`config.mk`:
```
export PLATFORM = sky130hd
export DESIGN_NAME = nand_target
export DESIGN_NICKNAME = d
export VERILOG_FILES = /design/src/rtl/nand_target.sv
export SDC_FILE = /design/constraint.sdc
export NUM_CORES = 1
export LEC_CHECK = 0
export CORE_MARGIN = 5
export CORE_UTILIZATION = 30
export DETAILED_ROUTE_END_ITERATION = 10
export MAX_ROUTING_LAYER = met4
export PLACE_DENSITY_LB_ADDON = 0.2
export SYNTH_ARGS = -nofsm -noshare
export SYNTH_HDL_FRONTEND = slang
export SYNTH_SLANG_ARGS = --single-unit
```
`constraint.sdc`:
```
create_clock -name clk -period 2.4 [get_ports clk]
set_input_delay 0.24 -clock clk [delete_from_list [all_inputs] [get_ports clk]]
set_output_delay 0.24 -clock clk [all_outputs]
set_load 0.05 [all_outputs]
```
`src/rtl/nand_target.sv`:
```
// nand_target: NAND flash target model serving ID, status and page reads from a
// byte-wide backing store. Host strobes are synchronised into clk before use.
`timescale 1ns/1ps
module nand_target #(
  parameter logic [39:0] ID_BYTES    = 40'h86_03_FF_E5_2C,
  parameter int          PAGE_SIZE   = 2112,
  parameter int          TRST_CYCLES = 16,
  parameter int          TR_CYCLES   = 64
) (
  input  logic        clk,
  input  logic        reset,
  input  logic        nand_cle,
  input  logic        nand_ale,
  input  logic        nand_nce,
  input  logic        nand_nwe,
  input  logic        nand_nre,
  input  logic        nand_nwp,
  input  logic [7:0]  nand_din,
  output logic [7:0]  nand_dout,
  output logic        nand_doe,
  output logic        nand_rnb,
  output logic [23:0] mem_row,
  output logic [11:0] mem_col,
  input  logic [7:0]  mem_rdata
);

  typedef enum logic [2:0] {
    IDLE       = 3'd0,
    ADDR_ID    = 3'd1,
    ADDR_RD    = 3'd2,
    WAIT_CONF  = 3'd3,
    ID_OUT     = 3'd4,
    STATUS_OUT = 3'd5,
    BUSY       = 3'd6,
    DATA_OUT   = 3'd7
  } state_t;

  localparam logic [7:0]  CMD_READ   = 8'h00;
  localparam logic [7:0]  CMD_CONF   = 8'h30;
  localparam logic [7:0]  CMD_STATUS = 8'h70;
  localparam logic [7:0]  CMD_ID     = 8'h90;
  localparam logic [7:0]  CMD_RESET  = 8'hFF;
  localparam logic [11:0] COL_LAST   = 12'(PAGE_SIZE - 1);

  function automatic logic [7:0] id_byte(input logic [2:0] idx);
    case (idx)
      3'd0:    id_byte = ID_BYTES[7:0];
      3'd1:    id_byte = ID_BYTES[15:8];
      3'd2:    id_byte = ID_BYTES[23:16];
      3'd3:    id_byte = ID_BYTES[31:24];
      3'd4:    id_byte = ID_BYTES[39:32];
      default: id_byte = 8'h00;
    endcase
  endfunction

  logic s_nwe_r, d_nwe_r, s_nre_r, d_nre_r;
  state_t state_r, saved_r, nxt_state_s, nxt_saved_s, done_state_s;
  logic        busy_on_r, busy_rst_r, nxt_busy_on_s, nxt_busy_rst_s;
  logic [15:0] busy_cnt_r, nxt_cnt_s;
  logic [2:0]  addr_cnt_r, nxt_addr_cnt_s, id_idx_r, nxt_id_idx_s;
  logic [23:0] row_r, nxt_row_s;
  logic [11:0] col_r, nxt_col_s;
  logic [7:0]  dout_r;
  logic        oe_en_r, rnb_r;
  logic        we_ev_s, re_ev_s, cmd_ev_s, adr_ev_s, rst_busy_s;

  // Two-stage strobe synchronisers; an event is the rising edge seen between stages
  always_ff @(posedge clk or posedge reset) begin
    if (reset) begin
      s_nwe_r <= 1'b1;
      d_nwe_r <= 1'b1;
      s_nre_r <= 1'b1;
      d_nre_r <= 1'b1;
    end else begin
      s_nwe_r <= nand_nwe;
      d_nwe_r <= s_nwe_r;
      s_nre_r <= nand_nre;
      d_nre_r <= s_nre_r;
    end
  end

  assign we_ev_s    = s_nwe_r & ~d_nwe_r & ~nand_nce;
  assign re_ev_s    = s_nre_r & ~d_nre_r & ~nand_nce;
  assign cmd_ev_s   = we_ev_s & nand_cle & ~nand_ale;
  assign adr_ev_s   = we_ev_s & ~nand_cle & nand_ale;
  assign rst_busy_s = busy_on_r & busy_rst_r;

  // Next-state: busy timer, read/address events, then commands (commands take priority)
  always_comb begin
    nxt_state_s    = state_r;
    nxt_saved_s    = saved_r;
    nxt_busy_on_s  = busy_on_r;
    nxt_busy_rst_s = busy_rst_r;
    nxt_cnt_s      = busy_cnt_r;
    nxt_addr_cnt_s = addr_cnt_r;
    nxt_id_idx_s   = id_idx_r;
    nxt_row_s      = row_r;
    nxt_col_s      = col_r;
    done_state_s   = busy_rst_r ? IDLE : DATA_OUT;

    if (busy_on_r) begin
      // A status read may have parked BUSY in saved_r; completion lands there instead
      if (busy_cnt_r == 16'd0) begin
        nxt_busy_on_s = 1'b0;
        if (state_r == BUSY) begin
          nxt_state_s = done_state_s;
        end else if (saved_r == BUSY) begin
          nxt_saved_s = done_state_s;
        end else begin
        end
      end else begin
        nxt_cnt_s = busy_cnt_r - 16'd1;
      end
    end else if (re_ev_s && state_r == ID_OUT) begin
      if (id_idx_r < 3'd5) nxt_id_idx_s = id_idx_r + 3'd1;
      else nxt_id_idx_s = id_idx_r;
    end else if (re_ev_s && state_r == DATA_OUT) begin
      if (col_r == COL_LAST) nxt_col_s = 12'd0;
      else nxt_col_s = col_r + 12'd1;
    end else if (adr_ev_s && state_r == ADDR_ID) begin
      nxt_state_s  = ID_OUT;
      nxt_id_idx_s = 3'd0;
    end else if (adr_ev_s && state_r == ADDR_RD && addr_cnt_r < 3'd5) begin
      nxt_addr_cnt_s = addr_cnt_r + 3'd1;
      case (addr_cnt_r)
        3'd0: nxt_col_s[7:0]    = nand_din;
        3'd1: nxt_col_s[11:8]   = nand_din[3:0];
        3'd2: nxt_row_s[7:0]    = nand_din;
        3'd3: nxt_row_s[15:8]   = nand_din;
        3'd4: begin
          nxt_row_s[23:16] = nand_din;
          nxt_state_s      = WAIT_CONF;
        end
        default: nxt_row_s = row_r;
      endcase
    end else begin
    end

    if (cmd_ev_s) begin
      if (nand_din != CMD_CONF) nxt_addr_cnt_s = 3'd0;
      else nxt_addr_cnt_s = addr_cnt_r;

      if (nand_din == CMD_RESET) begin
        nxt_state_s    = BUSY;
        nxt_busy_on_s  = 1'b1;
        nxt_busy_rst_s = 1'b1;
        nxt_cnt_s      = 16'(TRST_CYCLES - 1);
        nxt_row_s      = 24'd0;
        nxt_col_s      = 12'd0;
      end else if (rst_busy_s) begin
      end else if (nand_din == CMD_STATUS) begin
        if (state_r != STATUS_OUT) nxt_saved_s = nxt_state_s;
        else nxt_saved_s = nxt_saved_s;
        nxt_state_s = STATUS_OUT;
      end else if (state_r == STATUS_OUT && nand_din == CMD_READ) begin
        nxt_state_s = nxt_saved_s;
      end else if (busy_on_r) begin
      end else begin
        case (nand_din)
          CMD_READ: nxt_state_s = ADDR_RD;
          CMD_ID:   nxt_state_s = ADDR_ID;
          CMD_CONF: begin
            if (state_r == WAIT_CONF) begin
              nxt_state_s    = BUSY;
              nxt_busy_on_s  = 1'b1;
              nxt_busy_rst_s = 1'b0;
              nxt_cnt_s      = 16'(TR_CYCLES - 1);
            end else begin
              nxt_state_s = state_r;
            end
          end
          default:  nxt_state_s = IDLE;
        endcase
      end
    end else begin
    end
  end

  // State, datapath and registered output drivers
  always_ff @(posedge clk or posedge reset) begin
    if (reset) begin
      state_r    <= IDLE;
      saved_r    <= IDLE;
      busy_on_r  <= 1'b0;
      busy_rst_r <= 1'b0;
      busy_cnt_r <= 16'd0;
      addr_cnt_r <= 3'd0;
      id_idx_r   <= 3'd0;
      row_r      <= 24'd0;
      col_r      <= 12'd0;
      dout_r     <= 8'h00;
      oe_en_r    <= 1'b0;
      rnb_r      <= 1'b1;
    end else begin
      state_r    <= nxt_state_s;
      saved_r    <= nxt_saved_s;
      busy_on_r  <= nxt_busy_on_s;
      busy_rst_r <= nxt_busy_rst_s;
      busy_cnt_r <= nxt_cnt_s;
      addr_cnt_r <= nxt_addr_cnt_s;
      id_idx_r   <= nxt_id_idx_s;
      row_r      <= nxt_row_s;
      col_r      <= nxt_col_s;
      rnb_r      <= ~nxt_busy_on_s;
      oe_en_r    <= (state_r == ID_OUT) || (state_r == STATUS_OUT) || (state_r == DATA_OUT);
      case (state_r)
        ID_OUT:     dout_r <= id_byte(id_idx_r);
        STATUS_OUT: dout_r <= {nand_nwp, rnb_r, rnb_r, 5'b00000};
        DATA_OUT:   dout_r <= mem_rdata;
        default:    dout_r <= 8'h00;
      endcase
    end
  end

  assign nand_dout = dout_r;
  assign nand_doe  = oe_en_r & ~nand_nce & ~nand_nre;
  assign nand_rnb  = rnb_r;
  assign mem_row   = row_r;
  assign mem_col   = col_r;

endmodule

```
==> summary.md <==
| Metric | Value |
|---|---|
| Outcome | completed |
| Core Region | 15260 sq um |
| Slack of the critical path | 0.08073 ns |
| # setup viols final | 0 |
| P_leak | 2.689 nW |
| Synth top area share | 39.98% |
| Met1 global-route usage | 19.79% |
| Gr usage total | 15.75% |
| Top-count cell post-synth | dfrtp_1 |
| Sinks on Clock Net | 80 |
| Slew HR | 62.89% |
| Final Hold Viols | 0 |
| CTS tree | done |
| Syn Nets | 550 |
| Net switching power | 1.033 mW |
| Area of the mapped netlist | 4695 sq um |
| Die width | 135.1 um |
| HP Class | in -> async |
| Slowest stage delay, CP | 0.58 ns |
| Post-synth EDFFs | 0 |
| Clk Latency, worst-skew pair | 0.34 ns |
| Via Count | 4315 |
| Seq/Total Area, Yosys | 42.78% |
| Met3 Use GR | 3.912% |
| Clock Skew | 0.007216 ns |
| Setup TNS | 0 ns |
| Die area | 18250 sq um |
| Min Tclk post-route | 2.319 ns |
| Fin area | 6296 sq um |
| H-tree depth | 3 |
| Antenna diodes | 0 |
| Critical Path RT | 2.62 ns |
| DRT antenna net count | 0 |
| IR drop worst, VDD | 0.3421 mV |
| WL/cell | 16.51 um |
| Boundary pin count | 70 |
| Sw frac | 29.02% |
| Critical path capture point type | register |
| RSZ-0062 raised after global routing | yes |
| Placed Instances | 816 |
| Hpwl dp | 10280 um |
| Layout area overhead | 34.12% |
| Crit path max fanout | 3 |
| Worst path cell trace | inv_1, ha_1, nor4b_1, nand4_1, o41ai_1, o21ai_0, o31a_1 |
| GR Util met2 | 25.30% |
| Detailed Route Iter0 Violations | 311 |
| PD cells | 565.2 nW/um^2 |
| Initial core utilization | 30.77% |
| Critical Path AT | 2.54 ns |
| First-pass GRT wire length | 22400 um |
| # DRC | 0 |
| Drt pass-1 iters | 4 |
| Initial antenna violation count | 0 |
| Layout cells sized above 1 | 15.46% |
| Vias in the first global route | 4296 |
| Combinational fraction of design power | 16.2% |
| Netlist cell types | 63 |
| Slew Limit Fails | 0 |
| Startpoint Class | register |
| Placed inst area | 5988 sq um |
| Clk buf depth | 2 |
| Slew at the pin closest to its max-slew limit | 0.5494 ns |
| Largest net degree at the start of global routing | 41 |
| Fin cells | 832 |
| Main synth FF type | dfrtp_1 |
| Clk slew on worst S/H paths | 0.06 ns |
| Critical path class | reg -> reg |
| Pre-CTS setup slack | 0.01229 ns |
| DR vias/cell | 5.186 |
| Syn Inst Count | 514 |
| Die H | 135.1 um |
| Nets | 652 |
| Clk root buf | clkbuf_16 |
| Fmax | 0.4312 GHz |
| Row cnt | 45 |
| Flop pwr share | 44.1% |
| RePlAce Congestion | 0.8882 |
| Tot Pwr | 3.559 mW |
| Syn. warnings | 0 |
| Cts bufs inserted | 9 |
| Avg Cell Area, Syn | 9.133 sq um |
| P_int | 2.526 mW |
| Global routing's busiest layer | met2 |
| Clock power share | 39.7% |
| Commonest cells post-synth | dfrtp_1, nor2_1, nand2_1, o21ai_0 |
| Cell type with the largest total area after synthesis | dfrtp_1 |
| Final period utilization | 96.64% |
| Synth Register Bits | 80 |
| Max Cap Viol | 0 |
| Port bufs | 69 |
| Total Routed Length | 13740 um |
| Asr flop ratio synth | 100.0% |
| Slowest cell on the critical path | o41ai_1 |
| Synth area leaders | dfrtp_1, mux2i_1, nor2_1 |
| Total global routing overflow | 0 |
[layer usage]
| metal | vias to the layer above | wire (um) | share of wire (%) |
|---|---|---|---|
| met5 | - | 0 | 0 |
| met4 | 0 | 225 | 1.6 |
| met3 | 14 | 558 | 4.1 |
| met2 | 87 | 6609 | 48 |
| met1 | 2103 | 6344 | 46 |
| li1 | 2111 | - | - |
[final timing paths]
check | from | end | slack (ns) | depth (start not counted)
min | reset | oe_en_r | 0.18 | 2
min in group clk | nand_nwe | s_nwe_r | 0.31 | 1
min reg2reg | s_nre_r | d_nre_r | 0.37 | 0
max in group asynchronous | reset | nand_rnb | 1.55 | 3
max reg2reg | busy_cnt_r[0] | state_r[2] | 0.08 | 7
max | busy_cnt_r[0] | state_r[2] | 0.08 | 7
[sequential cells by signal (all words and copies together), names as in the netlist]
register / count
mem_row: 24
busy_cnt_r: 16
mem_col: 12
nand_dout: 8
addr_cnt_r: 3
id_idx_r: 3
saved_r: 3
state_r: 3
busy_on_r: 1
busy_rst_r: 1
d_nre_r: 1
d_nwe_r: 1
nand_rnb: 1
oe_en_r: 1
s_nre_r: 1
s_nwe_r: 1
[critical path: cells and delay by family, from the launching register on]
family / cells / cell delay, ns
AO/OA/AOI/OAI: 3 / 1.06
buffers and inverters: 1 / 0.09
AND/OR/NAND/NOR: 2 / 0.49
adder cells (fa/ha/maj): 1 / 0.19
flip-flops: 1 / 0.38
[stage by stage]
stage | utilization [%] | hold slack [ns]
6_report | 41.26 | 0.1786
5_1_grt | 41.26 | 0.2104
2_1_floorplan | - | 0.2445
3_5_place_dp | 39.25 | 0.3589
3_3_place_gp | 39.25 | 0.3567
4_1_cts | 41.23 | 0.1788
[power by group through the flow]
stage	clock [mW]	sequential (mW)	combinational, mW
4_1_cts	1.45	1.57	0.585
5_1_grt	1.50	1.59	0.642
3_5_place_dp	0	1.59	0.582
2_1_floorplan	0	1.63	0.328
6_report	1.41	1.57	0.576
3_3_place_gp	0	1.59	0.569
[cells by family after synthesis]
family	share of synthesized area, %
xor+xnor	2.239
mux	6.263
compound gates	15.91
flops	42.78
simple gates	25.56
buf+inv	4.051
fa+ha+maj	3.198
[repair_timing]
action / CTS / global route
hold buffers: 0 / 0
buffers inserted: 0 / 0
gates resized for setup: 0 / 1
setup endpoints to repair: 0 / 2
[final cells by class]
| cell class | instances | area (sq um) |
|---|---|---|
| Tap cell | 211 | 264.0 |
| Timing Repair Buffer | 122 | 1136 |
| Multi-Input combinational cell | 384 | 2512 |
| Clock buffer | 9 | 225.2 |
| Sequential cell | 80 | 2008 |
| Clock inverter | 7 | 77.57 |
| Fill cell | 1530 | 8962 |
| Inverter | 19 | 72.57 |
[cell usage in the layout (no fill, tap or decap), types with 6 or more instances in the layout]
cell             instances
a211oi_1                 7
a21oi_1                 28
buf_4                   50
clkbuf_16                9
clkdlybuf4s50_1         68
dfrtp_1                 75
ha_1                    12
inv_1                   18
mux2i_1                 26
nand2_1                 33
nand2b_1                 8
nand3_1                 20
nand4_1                 10
nor2_1                  50
nor2b_1                  7
nor3_1                  16
nor3b_1                  7
nor4_1                  13
o21ai_0                 29
or3_1                    6
xnor2_1                  7
Note: power is estimated with default switching activity, not from simulation.
